`src/rtl/pe_pkg.sv`:
```
// pe_pkg: shared helpers for the MAC processing element: parameter legality,
// saturation limits and round-half-up scaling on a 64-bit signed working width.
package pe_pkg;
    typedef logic signed [63:0] wide_t;

    function automatic bit params_ok(int in_len, int acc_len, int out_len, int frac, int mul_stages);
        return acc_len >= 2 * in_len && acc_len <= 62 && out_len <= acc_len &&
               frac >= 0 && frac < acc_len && mul_stages >= 1 && mul_stages <= 3;
    endfunction

    function automatic wide_t sat_max(int out_len, bit sgn);
        return sgn ? (wide_t'(1) <<< (out_len - 1)) - wide_t'(1) : (wide_t'(1) <<< out_len) - wide_t'(1);
    endfunction

    function automatic wide_t sat_min(int out_len, bit sgn);
        return sgn ? -(wide_t'(1) <<< (out_len - 1)) : wide_t'(0);
    endfunction

    // Arithmetic shift plus the last bit shifted out gives round-half-up for either sign.
    function automatic wide_t round_shift(wide_t v, int frac);
        return frac == 0 ? v : (v >>> frac) + ((v >>> (frac - 1)) & wide_t'(1));
    endfunction
endpackage

```
`src/rtl/pe_mac_pipe_if.sv`:
```
// pe_mac_pipe_if: operand, pass-through and result-chain signals of one PE.
interface pe_mac_pipe_if #(
    parameter int IN_LEN  = 8,
    parameter int OUT_LEN = 16
);
    logic               cal_en;
    logic               cal_done;
    logic [IN_LEN-1:0]  westin;
    logic [IN_LEN-1:0]  northin;
    logic               din_val;
    logic [OUT_LEN-1:0] din;
    logic               n_cal_en;
    logic               n_cal_done;
    logic [IN_LEN-1:0]  eastout;
    logic [IN_LEN-1:0]  southout;
    logic               dout_val;
    logic [OUT_LEN-1:0] dout;
    logic               ovf;

    modport master (
        output cal_en, cal_done, westin, northin, din_val, din,
        input  n_cal_en, n_cal_done, eastout, southout, dout_val, dout, ovf
    );
    modport slave (
        input  cal_en, cal_done, westin, northin, din_val, din,
        output n_cal_en, n_cal_done, eastout, southout, dout_val, dout, ovf
    );
endinterface

```
`src/rtl/pe_mul_pipe.sv`:
```
// pe_mul_pipe: MUL_STAGES-deep multiplier with a valid/last tag riding alongside.
module pe_mul_pipe #(
    parameter int IN_LEN     = 8,
    parameter int SIGNED     = 1,
    parameter int MUL_STAGES = 1
) (
    input  logic                clk,
    input  logic                sys_rst_n,
    input  logic                en,
    input  logic                last,
    input  logic [IN_LEN-1:0]   a,
    input  logic [IN_LEN-1:0]   b,
    output logic [2*IN_LEN-1:0] p,
    output logic                p_val,
    output logic                p_last
);
    logic [2*IN_LEN-1:0] ea, eb;
    logic [2*IN_LEN-1:0] p_q [MUL_STAGES];
    logic [MUL_STAGES-1:0] v_q, l_q;

    // Low 2*IN_LEN bits of the extended product equal the exact signed or unsigned product.
    assign ea = {{IN_LEN{SIGNED != 0 && a[IN_LEN-1]}}, a};
    assign eb = {{IN_LEN{SIGNED != 0 && b[IN_LEN-1]}}, b};

    always_ff @(posedge clk or negedge sys_rst_n)
        if (!sys_rst_n) begin
            for (int i = 0; i < MUL_STAGES; i++) p_q[i] <= '0;
            v_q <= '0;
            l_q <= '0;
        end else begin
            p_q[0] <= ea * eb;
            v_q[0] <= en;
            l_q[0] <= en & last;
            for (int i = 1; i < MUL_STAGES; i++) begin
                p_q[i] <= p_q[i-1];
                v_q[i] <= v_q[i-1];
                l_q[i] <= l_q[i-1];
            end
        end

    assign p      = p_q[MUL_STAGES-1];
    assign p_val  = v_q[MUL_STAGES-1];
    assign p_last = l_q[MUL_STAGES-1];
endmodule

```
`src/rtl/pe_mac_pipe.sv`:
```
// pe_mac_pipe: output-stationary systolic MAC PE with pipelined multiply, wide
// accumulator, rounded/saturated result and a one-deep skid on the result chain.
module pe_mac_pipe
    import pe_pkg::*;
#(
    parameter int IN_LEN     = 8,
    parameter int ACC_LEN    = 24,
    parameter int OUT_LEN    = 16,
    parameter int FRAC       = 0,
    parameter int SIGNED     = 1,
    parameter int MUL_STAGES = 1
) (
    input logic          clk,
    input logic          sys_rst_n,
    pe_mac_pipe_if.slave bus
);
    localparam bit    SGN = SIGNED != 0;
    localparam wide_t HI  = sat_max(OUT_LEN, SGN);
    localparam wide_t LO  = sat_min(OUT_LEN, SGN);

    if (!params_ok(IN_LEN, ACC_LEN, OUT_LEN, FRAC, MUL_STAGES)) begin : g_bad_params
        $error("pe_mac_pipe: illegal parameter combination");
    end

    logic [2*IN_LEN-1:0] p;
    logic                p_val, p_last;
    logic [ACC_LEN-1:0]  acc, base, ext_p, sum;
    logic [ACC_LEN:0]    full;
    logic                first, acc_ovf, cur_ovf, sat, own, skid_load, skid_val;
    wide_t               rnd;
    logic [OUT_LEN-1:0]  res, skid;

    pe_mul_pipe #(.IN_LEN(IN_LEN), .SIGNED(SIGNED), .MUL_STAGES(MUL_STAGES)) u_mul (
        .clk(clk), .sys_rst_n(sys_rst_n), .en(bus.cal_en), .last(bus.cal_done),
        .a(bus.westin), .b(bus.northin), .p(p), .p_val(p_val), .p_last(p_last)
    );

    always_comb begin
        base      = first ? '0 : acc;
        ext_p     = {{(ACC_LEN-2*IN_LEN){SGN && p[2*IN_LEN-1]}}, p};
        full      = {1'b0, base} + {1'b0, ext_p};
        sum       = full[ACC_LEN-1:0];
        cur_ovf   = acc_ovf | (SGN ? base[ACC_LEN-1] == ext_p[ACC_LEN-1] && sum[ACC_LEN-1] != base[ACC_LEN-1]
                                   : full[ACC_LEN]);
        rnd       = round_shift({{(64-ACC_LEN){SGN && sum[ACC_LEN-1]}}, sum}, FRAC);
        sat       = rnd > HI || rnd < LO;
        res       = OUT_LEN'(rnd > HI ? HI : rnd < LO ? LO : rnd);
        own       = p_val & p_last;
        skid_load = bus.din_val & !(own & skid_val);
    end

    // A din arriving with an own result while the skid is already full has nowhere to go.
    always_ff @(posedge clk or negedge sys_rst_n)
        if (!sys_rst_n) begin
            acc            <= '0;
            first          <= 1'b1;
            acc_ovf        <= 1'b0;
            skid_val       <= 1'b0;
            skid           <= '0;
            bus.n_cal_en   <= 1'b0;
            bus.n_cal_done <= 1'b0;
            bus.eastout    <= '0;
            bus.southout   <= '0;
            bus.dout_val   <= 1'b0;
            bus.dout       <= '0;
            bus.ovf        <= 1'b0;
        end else begin
            bus.n_cal_en   <= bus.cal_en;
            bus.n_cal_done <= bus.cal_done;
            bus.eastout    <= bus.cal_en ? bus.westin : '0;
            bus.southout   <= bus.cal_en ? bus.northin : '0;
            if (p_val) begin
                acc     <= sum;
                first   <= p_last;
                acc_ovf <= cur_ovf & !p_last;
            end
            skid_val <= own ? skid_val | bus.din_val : skid_val & bus.din_val;
            if (skid_load) skid <= bus.din;
            bus.dout_val <= own | skid_val | bus.din_val;
            bus.ovf      <= own & (cur_ovf | sat);
            bus.dout     <= own ? res : skid_val ? skid : bus.din_val ? bus.din : '0;
        end
endmodule

```
`src/flat_wrapper.sv`:
```
// flat-port wrapper written by rule: the top's interface ports become plain ports
module pe_mac_pipe_flat import pe_pkg::*;
#(
    parameter int IN_LEN     = 8,
    parameter int ACC_LEN    = 24,
    parameter int OUT_LEN    = 16,
    parameter int FRAC       = 0,
    parameter int SIGNED     = 1,
    parameter int MUL_STAGES = 1
)
  (clk, sys_rst_n, bus_cal_en, bus_cal_done, bus_westin, bus_northin, bus_din_val, bus_din, bus_n_cal_en, bus_n_cal_done, bus_eastout, bus_southout, bus_dout_val, bus_dout, bus_ovf);
  pe_mac_pipe_if #(.IN_LEN(IN_LEN), .OUT_LEN(OUT_LEN)) bus_i ();
  input logic clk;
  input logic sys_rst_n;
  input wire logic [$bits(bus_i.cal_en)-1:0] bus_cal_en;
  input wire logic [$bits(bus_i.cal_done)-1:0] bus_cal_done;
  input wire logic [$bits(bus_i.westin)-1:0] bus_westin;
  input wire logic [$bits(bus_i.northin)-1:0] bus_northin;
  input wire logic [$bits(bus_i.din_val)-1:0] bus_din_val;
  input wire logic [$bits(bus_i.din)-1:0] bus_din;
  output wire logic [$bits(bus_i.n_cal_en)-1:0] bus_n_cal_en;
  output wire logic [$bits(bus_i.n_cal_done)-1:0] bus_n_cal_done;
  output wire logic [$bits(bus_i.eastout)-1:0] bus_eastout;
  output wire logic [$bits(bus_i.southout)-1:0] bus_southout;
  output wire logic [$bits(bus_i.dout_val)-1:0] bus_dout_val;
  output wire logic [$bits(bus_i.dout)-1:0] bus_dout;
  output wire logic [$bits(bus_i.ovf)-1:0] bus_ovf;
  assign bus_i.cal_en = bus_cal_en;
  assign bus_i.cal_done = bus_cal_done;
  assign bus_i.westin = bus_westin;
  assign bus_i.northin = bus_northin;
  assign bus_i.din_val = bus_din_val;
  assign bus_i.din = bus_din;
  assign bus_n_cal_en = bus_i.n_cal_en;
  assign bus_n_cal_done = bus_i.n_cal_done;
  assign bus_eastout = bus_i.eastout;
  assign bus_southout = bus_i.southout;
  assign bus_dout_val = bus_i.dout_val;
  assign bus_dout = bus_i.dout;
  assign bus_ovf = bus_i.ovf;
  pe_mac_pipe #(.IN_LEN(IN_LEN), .ACC_LEN(ACC_LEN), .OUT_LEN(OUT_LEN), .FRAC(FRAC), .SIGNED(SIGNED), .MUL_STAGES(MUL_STAGES)) u_core (.clk(clk), .sys_rst_n(sys_rst_n), .bus(bus_i));
endmodule
```
`config.mk`:
```
export PLATFORM = sky130hd
export DESIGN_NAME = pe_mac_pipe_flat
export DESIGN_NICKNAME = d
export VERILOG_FILES = /design/src/rtl/pe_pkg.sv /design/src/rtl/pe_mac_pipe_if.sv /design/src/rtl/pe_mul_pipe.sv /design/src/rtl/pe_mac_pipe.sv /design/src/flat_wrapper.sv
export SDC_FILE = /design/constraint.sdc
export NUM_CORES = 1
export LEC_CHECK = 0
export ABC_AREA = 1
export BUFFER_PORTS_ARGS = -buffer_cell sky130_fd_sc_hd__buf_4
export CORE_MARGIN = 10
export CORE_UTILIZATION = 23
export CTS_CLUSTER_DIAMETER = 100
export DETAILED_ROUTE_END_ITERATION = 10
export GPL_ROUTABILITY_DRIVEN = 0
export PLACE_DENSITY = 0.38
export SYNTH_ARGS = -nofsm -noshare
export SYNTH_HDL_FRONTEND = slang
export SYNTH_SLANG_ARGS = --single-unit
```
`constraint.sdc`:
```
create_clock -name clk -period 9.1 [get_ports clk]
set_clock_uncertainty 0.15 [all_clocks]
set_input_delay 0.455 -clock clk [delete_from_list [all_inputs] [get_ports clk]]
set_output_delay 0.455 -clock clk [all_outputs]
set_load 0.02 [all_outputs]
```
* Word level (Yosys, flattened, before mapping)
Index checks and enable logic that the tools add are counted.
** Operators by class
- Add/sub/neg operators :: 1
- $mul :: 1
- Divide/modulo/power cells :: 0
- $lt $le $gt $ge :: 2
- Equal/unequal tests :: 2
- Shift-type cells :: 0
- Muxes and demuxes :: 9
- Bitwise logic cells :: 12
- Reductions and logical operators :: 4
** Operators by type and width (number)
- 2-to-1 mux 16 bit :: 5
- adder 24 bit :: 1
- > comparator 24 x 16 -> 1 bit (second input constant) :: 1
- < comparator 24 x 16 -> 1 bit (second input constant) :: 1
- 2-to-1 mux 24 bit :: 1
- multiplier 8 x 8 -> 16 bit :: 1
- 2-to-1 mux 8 bit :: 2
- AND 1 bit :: 7
- OR 1 bit :: 5
- logical NOT 1 bit :: 2
- equality test 1 bit :: 1
- logical AND 1 bit :: 1
- logical OR 1 bit :: 1
- 2-to-1 mux 1 bit :: 1
- inequality test 1 bit :: 1
** Storage, ports and cells
- Register bits :: 96
- Latch bits :: 0
- RAM bits :: 0
- Bits in read-only memories :: 0
- Input port bits :: 37
- Logic and storage cells :: 45
- Memories kept :: 0

* Depth between registers and ports, before layout
Gate-level depths: netlist (run 1).
- Depth in word-level cells :: 7
- Mapped depth :: 23

* Modules after synthesis
A second synthesis (run 1) with hierarchy kept.
** Unflattened totals
- Cell total of the unflattened synthesis :: 1118
- Area total of the unflattened synthesis :: 8130.3 um^2
** By module, submodules not included
- pe_mac_pipe :: instances 1, cells each 694, area an instance 4884.7 um^2, seq. area each 1978.1 um^2
- pe_mul_pipe :: instances 1, cells each 424, area an instance 3245.6 um^2, seq. area each 450.4 um^2

* Worst setup path after synthesis (run 1)
OpenSTA, ideal clock, no wires.
- Path type :: input to register
- Start point :: input port bus_westin[0]
- End point :: register u_core.u_mul.p_q (netlist bit u_core.u_mul.p[14])
- Setup time :: 131 ps
- Arrival time :: 4338 ps
- Required time :: 8819 ps
- Setup slack :: 4481 ps
- Stages on the path :: 17
- Buffers on the path :: 1
- Cell sequence :: clkbuf_1 or2_2 fa_1 fa_1 inv_1 fa_1 fa_1 ha_1 nand2_1 nor2_1 a211oi_1 o21ai_0 nand3_1 nand2_1 a21oi_1 o21ai_0 xor2_1
** On the way
- Cells in the longest elaborated chain, start to end :: 1
** RTL lines
- start: declaration :: RTL line flat_wrapper.sv:17 : input wire logic [$bits(bus_i.westin)-1:0] bus_westin;
- multiplier 8 x 8 -> 16 bit :: RTL line pe_mul_pipe.sv:31 : p_q[0] <= ea * eb;
- end signal: indexed assignment :: RTL line pe_mul_pipe.sv:35 : p_q[i] <= p_q[i-1];
- end: declaration :: RTL line pe_mul_pipe.sv:18 : logic [2*IN_LEN-1:0] p_q [MUL_STAGES];
Every way passes these cells.
A chain may end at the register's enable or synchronous reset.

* Worst setup path in the final report (run 1)
- Start point :: input port bus_northin[7]
- End point :: register u_core.u_mul.p_q (netlist bit u_core.u_mul.p[14])
** On the way
- Cells in the longest elaborated chain, start to end :: 1
** RTL lines
- start: declaration :: RTL line flat_wrapper.sv:18 : input wire logic [$bits(bus_i.northin)-1:0] bus_northin;
- multiplier 8 x 8 -> 16 bit :: RTL line pe_mul_pipe.sv:31
Every way passes these cells.

==> key figures, run 1 <==
Finish
  • Nets: 1262
  • Layout area overhead: 16.9%
  • Multi-input logic area: 4460 um2
  • Fill cells: approximately 3800
  • Design area: 9180 um2
  • Final Util: 0.273
  • Register cell area after layout: 2400 um2
  • Layout cell share with drive strength beyond 1: 0.0990
  • Antenna diodes: 0

Route
  • DR WL/cell: 13.1 um
  • DR WL met3: 819 um
  • Max layer used: met4
  • Via density per instance: approximately 4
  • Post-route antenna net violation count: 0
  • Met2 WL: 9530 um
  • M1 WL: 9990 um
  • 1st-pass router iterations: 4
  • WL final: 20600 um
  • DR DRC count: 0
  • Number of DRC markers in iteration 0: 185
  • Vias post-DR: 6254

Worst setup path
  • Top delay family on crit path: adder cells
  • Slowest stage cell, crit path: fa_1
  • Crit path depth: 18
  • Crit path DAT: 4.55 ns
  • WP buf/inv: 3
  • R2r worst-path depth: 18
  • R2R Setup Slk: 5.68 ns
  • Critical path class: in2reg
  • R2r startpoint: u_core.first$_DFFE_PN1P_
  • FF-to-FF End: u_core.bus.dout[9]$_DFF_PN0_
  • Crit-path cells: buf_4, inv_1, or2_2, fa_1, fa_1, inv_1, fa_1, fa_1, ha_1, nand2_1, nor2_1, a211oi_1, o21ai_0, nand3_1, nand2_1, a21oi_1, o21ai_0, xor2_1
  • CP most frequent cell: fa_1
  • Crit path max fanout: 8
  • Max incr delay on CP: ~0.54 ns
  • CP required: ~9.2 ns
  • Type of destination of the critical path: flip-flop
  • Startpoint types: input port

Power
  • PD cells: 327 nW/um2
  • Worst VDD drop: 0.110 mV
  • LEAKAGE: approximately 5.2 nW

Clock network
  • CTS root buf: clkbuf_16
  • Total CTS buffers: 9
  • Clock-pin transition on the worst setup and hold timing paths: 0.07 ns
  • Clk_lat worst skew: about 0.36 ns
  • CTS max path bufs: 2
  • H-tree depth: 3
  • TritonCTS clock tree: built
  • Clk sinks: 96
  • Post-CTS setup buffers: 0

Worst hold path
  • Hold_sp: bus_cal_done
  • Hold Crit Depth: 1
  • Worst Hold End: u_core.bus.n_cal_done$_DFF_PN0_
  • Worst min-delay path class: in2reg

Synth
  • Largest family of logic cells by synthesized area: simple AND/OR/NAND/NOR gates
  • Synth warn: 0
  • Count leader, synth: nand2_1
  • Yosys top cell area share: 0.303
  • Async SR Flop Fraction: 1.00
  • Main synth FF type: dfrtp_1
  • FF+latch count, synth: between 90 and 100
  • Post-synthesis mux area share: 0
  • Post-Synthesis Cells: 1064
  • Cell variety after synth: 32
  • Post-synthesis compound-gate area fraction: 0.0634
  • Post-Syn Area per Cell: 7.38 um2
  • Post-synth top cells: 357 x nand2_1, 221 x inv_1, 95 x dfrtp_1
  • Seq/Total Area, Yosys: 0.306
  • Synth area leader: dfrtp_1
  • Simple-gate share of the synthesized area: 0.244
  • Adder-Cell Fraction of Synth Area: 0.226
  • Number of synthesized flops with an enable pin: 0
  • Post-synthesis xor/xnor area fraction: 0.0355
  • Syn Std Cell Area: 7850 um2
  • Top cells by area, synth: dfrtp_1 30%, nand2_1 17%, fa_1 14%
  • Syn nets: between 1000 and 1500

Global route
  • First-pass GRT wire length: 34300 um
  • Total track usage: 0.102
  • Grt total ovfl: 0
  • Initial antenna violation count: 0
  • Largest net degree at the start of global routing: between 50 and 60
  • Vias in the first global route: roughly 6600

STA
  • Relative slew slack: 0.401
  • Min cycle time layout: 4.47 ns
  • Final hold vios: 0
  • Setup TNS: 0 ns
  • Worst hold slack: 0.0669 ns
  • Worst-Margin Slew: roughly 0.9 ns
  • Pins over their slew limit: 0
  • FMAX: 224 MHz
  • RSZ-0062 raised after global routing: false
  • Period utilization: 0.491
  • Final worst slack: 4.63 ns
  • Setup Viol. Count Final: 0

Job
  • Max Cap Viol: 0

Floorplanning
  • Initial Utilization: 0.234
  • Die height: 205 um
  • Core area: around 34000 um2
  • Die W: 205 um
  • Io pins: 73
  • Rows: 67
  • Die area: 41900 um2

Placed design
  • Post-DP Area: 8830 um2
  • Buffers on Ports: 72
  • Dpl ws: 4.21 ns
  • Dpl hpwl: ~17000 um

Outcome
  • Status: complete, no violations
power by group:
group / internal, mW / switching, mW / leakage [nW]
logic: 0.696 / 1.24 / 3.85
clock network: 0.270 / 0.183 / 0.163
registers: 0.556 / 0.0588 / 1.18
total: 1.52 / 1.48 / 5.20
layout by cell type, fill, tap and decap left out, types with 2 or more instances in the layout:
cell and n:
a21oi_1 21, nand3_1 24, a31oi_1 4, nand3b_1 3
nor2_1 61, nand2_2 3, nand2_1 357, or2_2 5
nand4_1 6, ha_1 52, xnor2_1 13, nand2_4 2
fa_1 56, bufinv_16 3, clkinv_1 2, xor2_1 17
o21ai_0 67, clkbuf_16 9, nor3_1 5, inv_6 2
inv_1 221, dfrtp_1 95, buf_4 75, nand3_2 3
nor2_2 4, and2_1 2
kinds of logic (layout without fill, tap and decap cells):
family          count (synthesis)  count (layout)
simple gates                  475             475
buf+inv                       258             315
fa+ha+maj                     108             108
compound gates                 96              96
flops                          96              96
xor+xnor                       31              31
through the flow:
stage | std cells | total power [mW]
after floorplan | 1064 | 2.11
after global placement | 1553 | 2.61
after detailed placement | 1553 | 2.60
after CTS | 1569 | 3.08
after global routing | 1569 | 3.39
final | 1569 | 3.00
layer usage:
layer  track usage  vias up
met3        0.0243       13
met2         0.167       89
met5             0        -
met4        0.0254        0
li1              -     3267
met1         0.132     2885
sequential cells by signal, summed over array words and instances (netlist names):
register	flops
u_core.bus.dout	16
u_core.u_mul.p_last	1
u_core.acc_ovf	1
u_core.bus.eastout	8
u_core.bus.southout	8
u_core.first	1
u_core.acc	24
u_core.skid_val	1
u_core.bus.n_cal_done	1
u_core.bus.n_cal_en	1
u_core.u_mul.p	16
u_core.bus.ovf	1
u_core.bus.dout_val	1
u_core.skid	16
how the worst max path moves through the flow:
stage / start / end / slack (ns)
after floorplan: bus_westin[0] / u_core.u_mul.p[14]$_DFF_PN0_ / 4.48
after global placement: bus_northin[7] / u_core.u_mul.p[14]$_DFF_PN0_ / 4.25
after detailed placement: bus_northin[7] / u_core.u_mul.p[14]$_DFF_PN0_ / 4.21
after CTS: bus_northin[7] / u_core.u_mul.p[14]$_DFF_PN0_ / 4.60
after global routing: bus_northin[7] / u_core.u_mul.p[14]$_DFF_PN0_ / 4.37
final: bus_northin[7] / u_core.u_mul.p[14]$_DFF_PN0_ / 4.63
layout make-up:
class | count | share of cell area
Timing Repair Buffer | 76 | 0.0624
Inverter | 224 | 0.0916
Clock buffer | 9 | 0.0245
Sequential cell | 96 | 0.262
Clock inverter | 6 | 0.0125
Multi-Input combinational cell | 710 | 0.486
Tap cell | 448 | 0.0611
timing repair:
item	in CTS	in global routing
endpoints found under the hold margin	7	0
hold buffers	1	0
resized for setup	0	0
(Power assumes the default switching activity.)
==> run 2, diff against run 1 <==
- clock period: 9.1 -> 4.4 ns (I/O delays scaled with it)
==> run 2 against run 1 <==
Effect of this change:
- clock-buffer cell count up 1
- routed wire length increased by 3.4%
- via count grew 2.8%
- sequential power grew 110%
- combinational power increased by 120%
- clock power up 67%
- global-route usage up 0.34 points
- final cell count is 3.3% higher
- cell area rose by 5.5%
- die area unchanged
- critical path type unchanged
- critical endpoint unchanged
==> key figures, run 2 (synthesized netlist as in run 1, its figures left out) <==
Clock network
  • Total CTS buffers: 9
  • Clk_lat worst skew: 0.36 ns
  • CTS root buf: clkbuf_16
  • Clock-pin transition on the worst setup and hold timing paths: roughly 0.070 ns
  • TritonCTS clock tree: built
  • H-tree depth: 3
  • CTS max path bufs: 2
  • Clk sinks: 96

Worst hold path
  • Worst min-delay path class: in2reg

Worst setup path
  • Critical path class: in2reg
  • Type of destination of the critical path: flip-flop
  • CP required: 4.49 ns
  • Crit path max fanout: 8
  • Startpoint types: input port
  • Crit path DAT: around 4.3 ns

Floorplanning
  • Die W: 205 um
  • Core area: 33600 um2
  • Initial Utilization: 0.234
  • Die height: roughly 200 um
  • Rows: 67
  • Die area: approximately 42000 um2
  • Io pins: 73

STA
  • FMAX: 239 MHz
  • Worst-Margin Slew: 0.927 ns
  • Pins over their slew limit: 0
  • Final worst slack: 0.216 ns
  • Final hold vios: 0
  • Setup TNS: 0 ns
  • Period utilization: 0.951
  • RSZ-0062 raised after global routing: false
  • Worst hold slack: roughly 0.021 ns
  • Relative slew slack: 0.380
  • Setup Viol. Count Final: 0
  • Min cycle time layout: 4.18 ns

Finish
  • Register cell area after layout: 2400 um2
  • Layout area overhead: 23.3%
  • Post-Layout Cell Count: approximately 1600
  • Nets: 1313
  • Antenna diodes: 0
  • Commonest non-fill, non-tap cell in the layout: nand2_1
  • Layout cell share with drive strength beyond 1: 0.123
  • Number of flip-flops in the largest register: 24
  • Fill cells: between 3000 and 4000
  • Largest reg by FF count: u_core.acc
  • Multi-input logic area: roughly 4600 um2
  • Commonest cells after routing, fill and taps aside: 356 x nand2_1, 221 x inv_1, 95 x dfrtp_1

Route
  • DR WL met3: 828 um
  • Number of DRC markers in iteration 0: 227
  • Post-route antenna net violation count: 0
  • DR DRC count: 0
  • Max layer used: met4
  • 1st-pass router iterations: 4
  • WL final: 21300 um
  • DR WL/cell: around 13 um
  • M1 WL: 10200 um
  • Met2 WL: 10100 um
  • Via density per instance: ~4.0
  • Vias post-DR: 6427

Global route
  • Vias in the first global route: 6901
  • Initial antenna violation count: 0
  • Total track usage: 0.106
  • First-pass GRT wire length: 35600 um
  • Largest net degree at the start of global routing: 63
  • Grt total ovfl: 0

Outcome
  • Status: complete, no violations

Job
  • Max Cap Viol: 0

Power
  • Worst VDD drop: about 0.27 mV
  • PD cells: 657 nW/um2
  • LEAKAGE: ~5.4 nW

Placed design
  • Dpl ws: -0.0881 ns
  • Placed insts: 1565
  • Dpl hpwl: 16600 um
  • Buffers on Ports: 72
run 2: cell count changes in the layout (fill, tap and decap cells not counted), sizes merged, moves of 2 or more:
cell	previous run	this run
clkinv	2	6
bufinv	3	0
dlymetal6s4s	0	4
dlygate4sd3	1	29
buf	75	94
inv	224	222
run 2: area by class of cell:
class                   count  share of cell area
clock buffers              10              0.0236
clock inverters             5             0.00362
inverters                 224              0.0868
multi-input cells         710               0.470
flip-flops and latches     96               0.248
well taps                 448              0.0579
repair buffers            127               0.110
run 2: stage by stage:
| stage | utilization | area, um2 | power, mW |
|---|---|---|---|
| global placement | 0.265 | 8920 | 5.49 |
| finish | 0.288 | 9690 | 6.37 |
| floorplan | - | 7850 | 4.37 |
| global route | 0.288 | 9690 | 7.15 |
| CTS | 0.283 | 9520 | 6.32 |
| detailed placement | 0.265 | 8920 | 5.48 |
run 2: power by group:
part           leakage [nW]  total [mW]  internal (mW)  switching, mW
logic                  4.12        4.34           1.65           2.69
clock network         0.128       0.756          0.381          0.375
registers              1.18        1.27           1.15          0.120
run 2: metal layers:
metal  up-vias  track usage
met5         -            0
li1       3369            -
met1      2964        0.136
met3        13       0.0250
met4         0       0.0272
met2        81        0.174
run 2: path summary, 6_finish.rpt:
path,start,to,slack (ns),cells after the start
setup / recovery,bus_westin[5],u_core.u_mul.p[14]$_DFF_PN0_,0.22,19
hold / removal,bus_din[8],u_core.skid[8]$_DFFE_PN0P_,0.02,3
setup reg to reg,u_core.first$_DFFE_PN1P_,u_core.bus.dout[9]$_DFF_PN0_,0.97,18
hold reg to reg,u_core.skid[10]$_DFFE_PN0P_,u_core.skid[10]$_DFFE_PN0P_,0.34,2
max in group asynchronous,sys_rst_n,u_core.u_mul.p[0]$_DFF_PN0_,2.77,3
min in group asynchronous,sys_rst_n,u_core.acc[16]$_DFFE_PN0P_,0.34,2
run 2: repair_timing:
action	4_1_cts	5_1_grt
hold buffers	33	0
gates resized for setup	0	29
endpoints found under the setup margin	0	4
setup buffers	0	5
endpoints found under the hold margin	93	0
run 2: worst max-delay path: stages:
cell and delay, ns:
dlygate4sd3_1 0.54, buf_6 0.14, buf_4 0.13, nand2_1 0.05, inv_1 0.04, ha_1 0.30, fa_1 0.53, fa_1 0.44
fa_1 0.49, ha_1 0.36, nand2_1 0.08, nor2_1 0.05, a211oi_2 0.26, o21ai_2 0.11, nand3_1 0.11, nand2_2 0.07
a21oi_2 0.15, o21ai_2 0.06, xor2_1 0.13
